**config.mk**
```make
export PLATFORM = sky130hd
export DESIGN_NAME = uart_cmd_ctrl
export DESIGN_NICKNAME = d
export VERILOG_FILES = /design/src/rtl/uart_cmd_pkg.sv /design/src/rtl/uart_gap_timer.sv /design/src/rtl/uart_cmd_ctrl.sv
export SDC_FILE = /design/constraint.sdc
export NUM_CORES = 1
export LEC_CHECK = 0
export ABC_CLOCK_PERIOD_IN_PS = 2700
export CAP_MARGIN = 20
export CORE_MARGIN = 1.5
export CORE_UTILIZATION = 55
export CTS_BUF_LIST = sky130_fd_sc_hd__clkbuf_4
export DETAILED_ROUTE_END_ITERATION = 8
export PLACE_DENSITY = 0.77
export REMOVE_ABC_BUFFERS = 1
export SETUP_SLACK_MARGIN = 0.15
export SLEW_MARGIN = 40
export SYNTH_ARGS = -nofsm -noshare
export SYNTH_HDL_FRONTEND = slang
export SYNTH_SLANG_ARGS = --single-unit
```
**constraint.sdc**
```tcl
create_clock -name s_clk -period 2.7 [get_ports s_clk]
set_clock_uncertainty 0.1 [all_clocks]
set_input_delay 0.405 -clock s_clk [delete_from_list [all_inputs] [get_ports s_clk]]
set_output_delay 0.405 -clock s_clk [all_outputs]
set_load 0.05 [all_outputs]
```
**src/rtl/uart_cmd_pkg.sv**
```systemverilog
// Shared encodings for the UART command frame controller.
// Holds the state codes and the default frame byte values.
package uart_cmd_pkg;

    typedef enum logic [2:0] {
        ST_IDLE = 3'd0,
        ST_CMD  = 3'd1,
        ST_ADDR = 3'd2,
        ST_DATA = 3'd3,
        ST_CSUM = 3'd4
    } state_t;

    localparam logic [7:0] HEADER = 8'hAA;
    localparam logic [7:0] CMD_WR = 8'h01;
    localparam logic [7:0] CMD_RD = 8'h02;

endpackage

```
**src/rtl/uart_gap_timer.sv**
```systemverilog
// Inter-byte gap timer: counts idle cycles inside a frame.
// expire pulses when the count reaches TIMEOUT-1 without a new byte.
module uart_gap_timer #(
    parameter int TIMEOUT = 52080,
    parameter int TO_W    = 16
) (
    input  logic s_clk,
    input  logic s_rst,
    input  logic clr,
    input  logic en,
    output logic expire
);

    localparam logic [TO_W-1:0] TERM = TO_W'(TIMEOUT - 1);

    logic [TO_W-1:0] timer_q;

    // A byte arriving on the terminal cycle takes priority over expiry.
    assign expire = en && !clr && (timer_q == TERM);

    always_ff @(posedge s_clk) begin
        if (s_rst || clr || !en || expire)
            timer_q <= '0;
        else
            timer_q <= timer_q + TO_W'(1);
    end

endmodule

```
**src/rtl/uart_cmd_ctrl.sv**
```systemverilog
// Parses 5-byte AA/CMD/ADDR/DATA/CSUM frames from the UART receiver and
// issues register write/read requests or error pulses.
//
// state   | meaning
// --------+------------------------------------------
// IDLE    | hunting for the header byte
// CMD     | waiting for the command byte
// ADDR    | waiting for the address byte
// DATA    | waiting for the data byte
// CSUM    | waiting for the checksum, then respond
module uart_cmd_ctrl #(
    parameter logic [7:0] HEADER  = uart_cmd_pkg::HEADER,
    parameter logic [7:0] CMD_WR  = uart_cmd_pkg::CMD_WR,
    parameter logic [7:0] CMD_RD  = uart_cmd_pkg::CMD_RD,
    parameter int         TIMEOUT = 52080,
    parameter int         TO_W    = 16
) (
    input  logic       s_clk,
    input  logic       s_rst,
    input  logic [7:0] rx_data,
    input  logic       rx_flag,
    output logic       cmd_wr,
    output logic       cmd_rd,
    output logic [7:0] cmd_addr,
    output logic [7:0] cmd_data,
    output logic       err_csum,
    output logic       err_cmd,
    output logic       err_timeout,
    output logic       busy
);

    import uart_cmd_pkg::*;

    state_t     state_q, state_d;
    logic [7:0] sum_q, sum_d;
    logic [7:0] cmd_sh_q, cmd_sh_d;
    logic [7:0] addr_sh_q, addr_sh_d;
    logic [7:0] data_sh_q, data_sh_d;
    logic [7:0] addr_d, data_d;
    logic       wr_d, rd_d, ecsum_d, ecmd_d, eto_d;
    logic       expire;

    uart_gap_timer #(
        .TIMEOUT (TIMEOUT),
        .TO_W    (TO_W)
    ) u_gap_timer (
        .s_clk  (s_clk),
        .s_rst  (s_rst),
        .clr    (rx_flag),
        .en     (state_q != ST_IDLE),
        .expire (expire)
    );

    assign busy = (state_q != ST_IDLE);

    always_comb begin
        state_d   = state_q;
        sum_d     = sum_q;
        cmd_sh_d  = cmd_sh_q;
        addr_sh_d = addr_sh_q;
        data_sh_d = data_sh_q;
        addr_d    = cmd_addr;
        data_d    = cmd_data;
        wr_d      = 1'b0;
        rd_d      = 1'b0;
        ecsum_d   = 1'b0;
        ecmd_d    = 1'b0;
        eto_d     = 1'b0;

        case (state_q)
            ST_IDLE: begin
                if (rx_flag && rx_data == HEADER) begin
                    state_d = ST_CMD;
                    sum_d   = '0;
                end
            end
            ST_CMD: begin
                if (rx_flag) begin
                    cmd_sh_d = rx_data;
                    sum_d    = sum_q + rx_data;
                    state_d  = ST_ADDR;
                end
            end
            ST_ADDR: begin
                if (rx_flag) begin
                    addr_sh_d = rx_data;
                    sum_d     = sum_q + rx_data;
                    state_d   = ST_DATA;
                end
            end
            ST_DATA: begin
                if (rx_flag) begin
                    data_sh_d = rx_data;
                    sum_d     = sum_q + rx_data;
                    state_d   = ST_CSUM;
                end
            end
            ST_CSUM: begin
                if (rx_flag) begin
                    state_d = ST_IDLE;
                    if (rx_data != sum_q) begin
                        ecsum_d = 1'b1;
                    end else if (cmd_sh_q == CMD_WR || cmd_sh_q == CMD_RD) begin
                        wr_d   = (cmd_sh_q == CMD_WR);
                        rd_d   = (cmd_sh_q == CMD_RD);
                        addr_d = addr_sh_q;
                        data_d = data_sh_q;
                    end else begin
                        ecmd_d = 1'b1;
                    end
                end
            end
            default: state_d = ST_IDLE;
        endcase

        // expire is only raised without rx_flag, so it never races a response.
        if (expire) begin
            state_d = ST_IDLE;
            eto_d   = 1'b1;
        end
    end

    always_ff @(posedge s_clk) begin
        if (s_rst) begin
            state_q     <= ST_IDLE;
            sum_q       <= '0;
            cmd_sh_q    <= '0;
            addr_sh_q   <= '0;
            data_sh_q   <= '0;
            cmd_addr    <= '0;
            cmd_data    <= '0;
            cmd_wr      <= 1'b0;
            cmd_rd      <= 1'b0;
            err_csum    <= 1'b0;
            err_cmd     <= 1'b0;
            err_timeout <= 1'b0;
        end else begin
            state_q     <= state_d;
            sum_q       <= sum_d;
            cmd_sh_q    <= cmd_sh_d;
            addr_sh_q   <= addr_sh_d;
            data_sh_q   <= data_sh_d;
            cmd_addr    <= addr_d;
            cmd_data    <= data_d;
            cmd_wr      <= wr_d;
            cmd_rd      <= rd_d;
            err_csum    <= ecsum_d;
            err_cmd     <= ecmd_d;
            err_timeout <= eto_d;
        end
    end

endmodule
```
**Word-level counts from Yosys, hierarchy flattened**

Cells that the tools add are included.

- Register bits: 72
- Bits in latches: 0
- RAM bits: 0
- Input port bits: 11
- Memories kept: 0
- Bits in read-only memories: 0

- $mul: 0
- Bitwise operators: 4
- Add/subtract/negate cells: 2
- $lt $le $gt $ge: 0
- Divide/modulo/power cells: 0
- Reductions and logical operators: 23
- Shift-type cells: 0
- Equality and inequality tests: 15
- Multiplexer cells: 12

Operator list:

| cell | count |
|---|---|
| adder 16 x 1 -> 16 bit, second input constant | 1 |
| == test 16 bit, second input constant | 1 |
| 2-to-1 mux 8 bit | 2 |
| case mux 8 bit (2 select lines) | 1 |
| 2-to-1 mux 3 bit | 5 |
| case mux 3 bit (5 select lines) | 1 |
| != test 2 bit, second input constant | 5 |
| adder 8 bit | 1 |
| == test 8 x 1 -> 1 bit, second input constant | 1 |
| == test 8 x 2 -> 1 bit, second input constant | 1 |
| == test 8 bit, second input constant | 1 |
| != test 8 bit | 1 |
| == test 3 x 2 -> 1 bit, second input constant | 2 |
| AND reduction 2 bit | 3 |
| OR reduction 3 bit | 2 |
| AND reduction 5 bit | 1 |
| OR reduction 5 bit | 1 |
| logical OR 1 bit | 4 |
| NOT 1 bit | 4 |
| AND reduction 4 bit | 1 |
| OR reduction 4 bit | 1 |
| == test 3 x 1 -> 1 bit, second input constant | 1 |
| == test 3 bit, second input constant | 1 |
| logical AND 1 bit | 3 |
| 8 further kinds | 11 |

**Longest topological paths before layout**

- Depth after elaboration: 4
- Mapped depth: 8
- Depth with buffers taken out: 7

**By module**

A second synthesis with hierarchy kept.

- Cells, all modules: 380
- Area, all modules: 3,284.4 um2

Modules (own cells, without submodules):

| module | cells an instance | sequential area each (um2) | area an instance (um2) | instances |
|---|---|---|---|---|
| uart_cmd_ctrl | 294 | 1,121.1 | 2,464.9 | 1 |
| uart_gap_timer | 86 | 320.3 | 819.5 | 1 |

**Worst setup path before layout**

No wires, ideal clock.

- Kind: input to register
- Start point: input rx_data[2]
- End point: register cmd_addr[0]
- Data arrival time: 1,901 ps
- Path buffers: 2
- Setup slack: 567 ps
- Stages on the path: 8
- Cell sequence: ha_1 nor4_1 nand3_1 or3_1 buf_2 buf_2 nand2_1 a21oi_1

- Cells in the longest elaborated chain, start to end: 3

Ends and longest elaborated chain:

| item | RTL line | source |
|---|---|---|
| start, declared | uart_cmd_ctrl.sv:20 | `input logic [7:0] rx_data,` |
| != test 8 bit | uart_cmd_ctrl.sv:101 | `if (rx_data != sum_q) begin` |
| NOT 1 bit (no source line) | n/a |  |
| AND reduction 4 bit (no source line) | n/a |  |
| end signal, assigned | uart_cmd_ctrl.sv:143 | `cmd_addr <= addr_d;` |
| end, declared | uart_cmd_ctrl.sv:24 | `output logic [7:0] cmd_addr,` |

No other way between the ends.
A chain may end at the register's enable or synchronous reset.

**Final worst setup path**

- Start point: register state_q[0]
- End point: output busy

- Cells in the longest elaborated chain, start to end: 1

Ends and longest elaborated chain:

| item | RTL line | source |
|---|---|---|
| start, declared | uart_cmd_ctrl.sv:34 | `state_t state_q, state_d;` |
| start signal, assigned | uart_cmd_ctrl.sv:138 | `state_q <= state_d;` |
| nonzero test 3 bit | uart_cmd_ctrl.sv:54 | `assign busy = (state_q != ST_IDLE);` |
| end, declared | uart_cmd_ctrl.sv:29 | `output logic busy` |

No other way between the ends.

==> results.yml <==
outcome:
  status: "complete, no violations"
global_routing:
  overflow: 0
  grt_max_degree: 39
  grt_antenna_before_repair: 0
  grt_pass1_wl_mm: 11.0
  grt_util_all_layers_pct: 23.3
  grt_pass1_vias: 2350
setup_path:
  slowest_stage: "dfxtp_1"
  slowest_delay_ns: 0.45
  start_kind: "register"
  path_class: "reg -> out"
  cp.required_ns: 2.19
  arrival_ns: 1.76
  worstPathMaxFanout: 11
  critPathBufInv: 2
  cp_top_family: "buffers and inverters"
  path_cells: "nor3_2, inv_1, dlygate4sd2_1"
  cp-end-kind: "output port"
place:
  port_buffers: 32
  globalplace.congestion: 0.920
  placed_cell_area_um2: 3580
  dp_hpwl_mm: 4.67
clock_tree:
  hold_buffers: 0
  root_buffer: "clkbuf_4"
  clock_latency_ns: 0.43
  clk_pin_slew_ns: 0.13
  max-clock-path-buffers: 2
  cts_repair_resize_count: 2
  numCtsBuffers: 9
  cts_tree: "built"
  cts_htree_levels: 3
  cts.sinks: 72
  cts_setup_buffers: 0
logic_synthesis:
  synth_top_family_by_area: "simple AND/OR/NAND/NOR gates"
  synth-edff-count: 0
  avgSynthCellArea_um2: 8.31
  async_flop_share_pct: 0
  yosys_register_bits: 72
  synth_top_cell_area_share_pct: 45.8
  synth_cell_type_count: 44
  synth_compound_area_share_pct: 12.4
  ys_warn_count: 0
  synth_top_area_cell: "dfxtp_1"
  synthFlopType: "dfxtp_1"
  syn-cell-area_um2: 3150
  synth_cells: 379
  synth_xor_area_share_pct: 5.56
  synth.top_cells.by_area: "dfxtp_1 46%, nand2_1 11%, a21oi_1 8.1%"
  synthAdderAreaFrac_pct: 3.81
  ys_seq_area_share_pct: 45.8
  yosys.area_share.simple_pct: 29.0
  muxShareOfSynthArea_pct: 0
timing:
  clock.fmax_mhz: 442
  setup_viol: 0
  worst_pin_slew_ns: 0.493
  fin_crit_ns: 2.26
  finalCritPeriodShare_pct: 83.9
  rsz0062_at_grt: "false"
  final.setup.tns_ns: 0
  finalHoldViolations: 0
  max_slew_margin_pct: 67.0
  drv_slew: 0
detailed_routing:
  via_per_inst: 5.45
  wl_per_cell_um: 13.5
  num_vias: 2696
  drtIter0Drc: 124
  drtPass1Iterations: 5
  drc: 0
  wl_mm: 6.67
  ant_nets: 0
die:
  ios: 33
  die-area_um2: 6190
  fp-row-count: 27
  initial_utilization_pct: 57.2
  core_area_um2: 5510
  fp.dieH_um: 78.7
  die_w_um: 78.7
final_layout:
  ff_latch_area_um2: 1440
  num_antenna_cells: 0
  fillers: 458
  multi_input_area_um2: 1600
  layout.nets: 438
  fin_area_um2: 3780
  drive_gt1_share_pct: 12.3
  areaGrowthSynthToFinish_pct: 19.9
run:
  maxCapViolCount: 0
power:
  peakVddDrop_v: 0.000345
  total_power_mw: 2.07
  p_leak_nw: 1.33
  powerDensity_nw_per_um2: 547
hold_path:
  hp-class: "reg -> reg"
==> per-layer routing <==
| metal | vias up | part of all wire, % | track usage [%] |
|---|---|---|---|
| li1 | 1375 | - | - |
| met1 | 1236 | 48 | 31.0 |
| met2 | 73 | 46 | 35.9 |
| met3 | 12 | 4.5 | 6.16 |
| met4 | 0 | 1.7 | 9.11 |
| met5 | - | 0 | 0 |
==> worst reg2reg max path, stage by stage (launching register included) <==
cell and delay (ns):
dfxtp_1 0.34, ha_1 0.34, a21oi_1 0.27, a211oi_1 0.16, o21a_1 0.22, or2_2 0.29
a311o_1 0.30
==> report_power, final <==
part | switching [mW] | internal [mW] | total, mW
combinational | 0.0740 | 0.0508 | 0.125
sequential | 0.00623 | 1.07 | 1.07
clock | 0.398 | 0.470 | 0.868
==> cell usage in the layout (no fill, tap or decap), types with 6 or more instances in the layout <==
cell type,count
nor2_1,18
clkbuf_4,9
nand2_1,95
ha_1,8
clkdlybuf4s50_1,31
and3_1,9
xnor2_1,10
xor2_1,10
nor2b_1,6
dfxtp_1,72
nand3_1,13
a21oi_1,51
buf_4,16
nor2_2,11
==> logic make-up (layout without fill, tap and decap cells) <==
kind of cell	after synthesis	after routing
adders and majority gates	9	9
xor gates and xnor gates	20	20
DFF	72	72
AOI/OAI and AO/OA	67	67
buffers and inverters	24	68
and+or+nand+nor	187	187
==> path summary, 6_finish.rpt <==
kind / start / endpoint / slack, ns / cells past startpoint
max: state_q[0] / busy / 0.44 / 3
max reg2reg: sum_q[2] / sum_q[7] / 0.59 / 6
min reg2reg: addr_sh_q[1] / cmd_addr[1] / 0.36 / 2
min: addr_sh_q[1] / cmd_addr[1] / 0.36 / 2
==> sequential cells by signal (all words and copies together), names as in the netlist, 3 cells and up <==
| signal | cells |
|---|---|
| cmd_sh_q | 8 |
| addr_sh_q | 8 |
| state_q | 3 |
| u_gap_timer.timer_q | 16 |
| data_sh_q | 8 |
| cmd_data | 8 |
| cmd_addr | 8 |
| sum_q | 8 |
==> final cells by class <==
class | count | share of cell area [%]
inverters | 4 | 0.398
clock inverters | 7 | 3.18
repair buffers | 48 | 11.6
multi-input cells | 283 | 42.4
clock buffers | 9 | 1.79
flip-flops and latches | 72 | 38.2
well taps | 72 | 2.39
==> cells in the mapped netlist (3+ instances only) <==
cell / n
buf_2: 3
nand4_1: 5
o21ai_0: 3
xnor2_1: 10
xor2_1: 10
nor2_1: 18
and4_1: 4
nand2_1: 95
ha_1: 8
nand3_1: 13
inv_1: 4
and3_1: 9
nor2_2: 11
and2_1: 4
nor4_1: 3
nor2b_1: 6
clkbuf_1: 16
a21oi_1: 51
nor3_1: 6
dfxtp_1: 72
==> stage by stage <==
| step | instances | util (%) | setup slack (ns) | hold WS (ns) |
|---|---|---|---|---|
| 3_5_place_dp | 479 | 65.1 | 0.0658 | 0.345 |
| 5_1_grt | 495 | 68.6 | 0.331 | 0.375 |
| 3_3_place_gp | 479 | 65.1 | 0.104 | 0.337 |
| 4_1_cts | 495 | 68.6 | 0.433 | 0.356 |
| 2_1_floorplan | 359 | - | 0.610 | 0.323 |
| 6_report | 495 | 68.6 | 0.436 | 0.356 |
(Power assumes the default switching activity.)
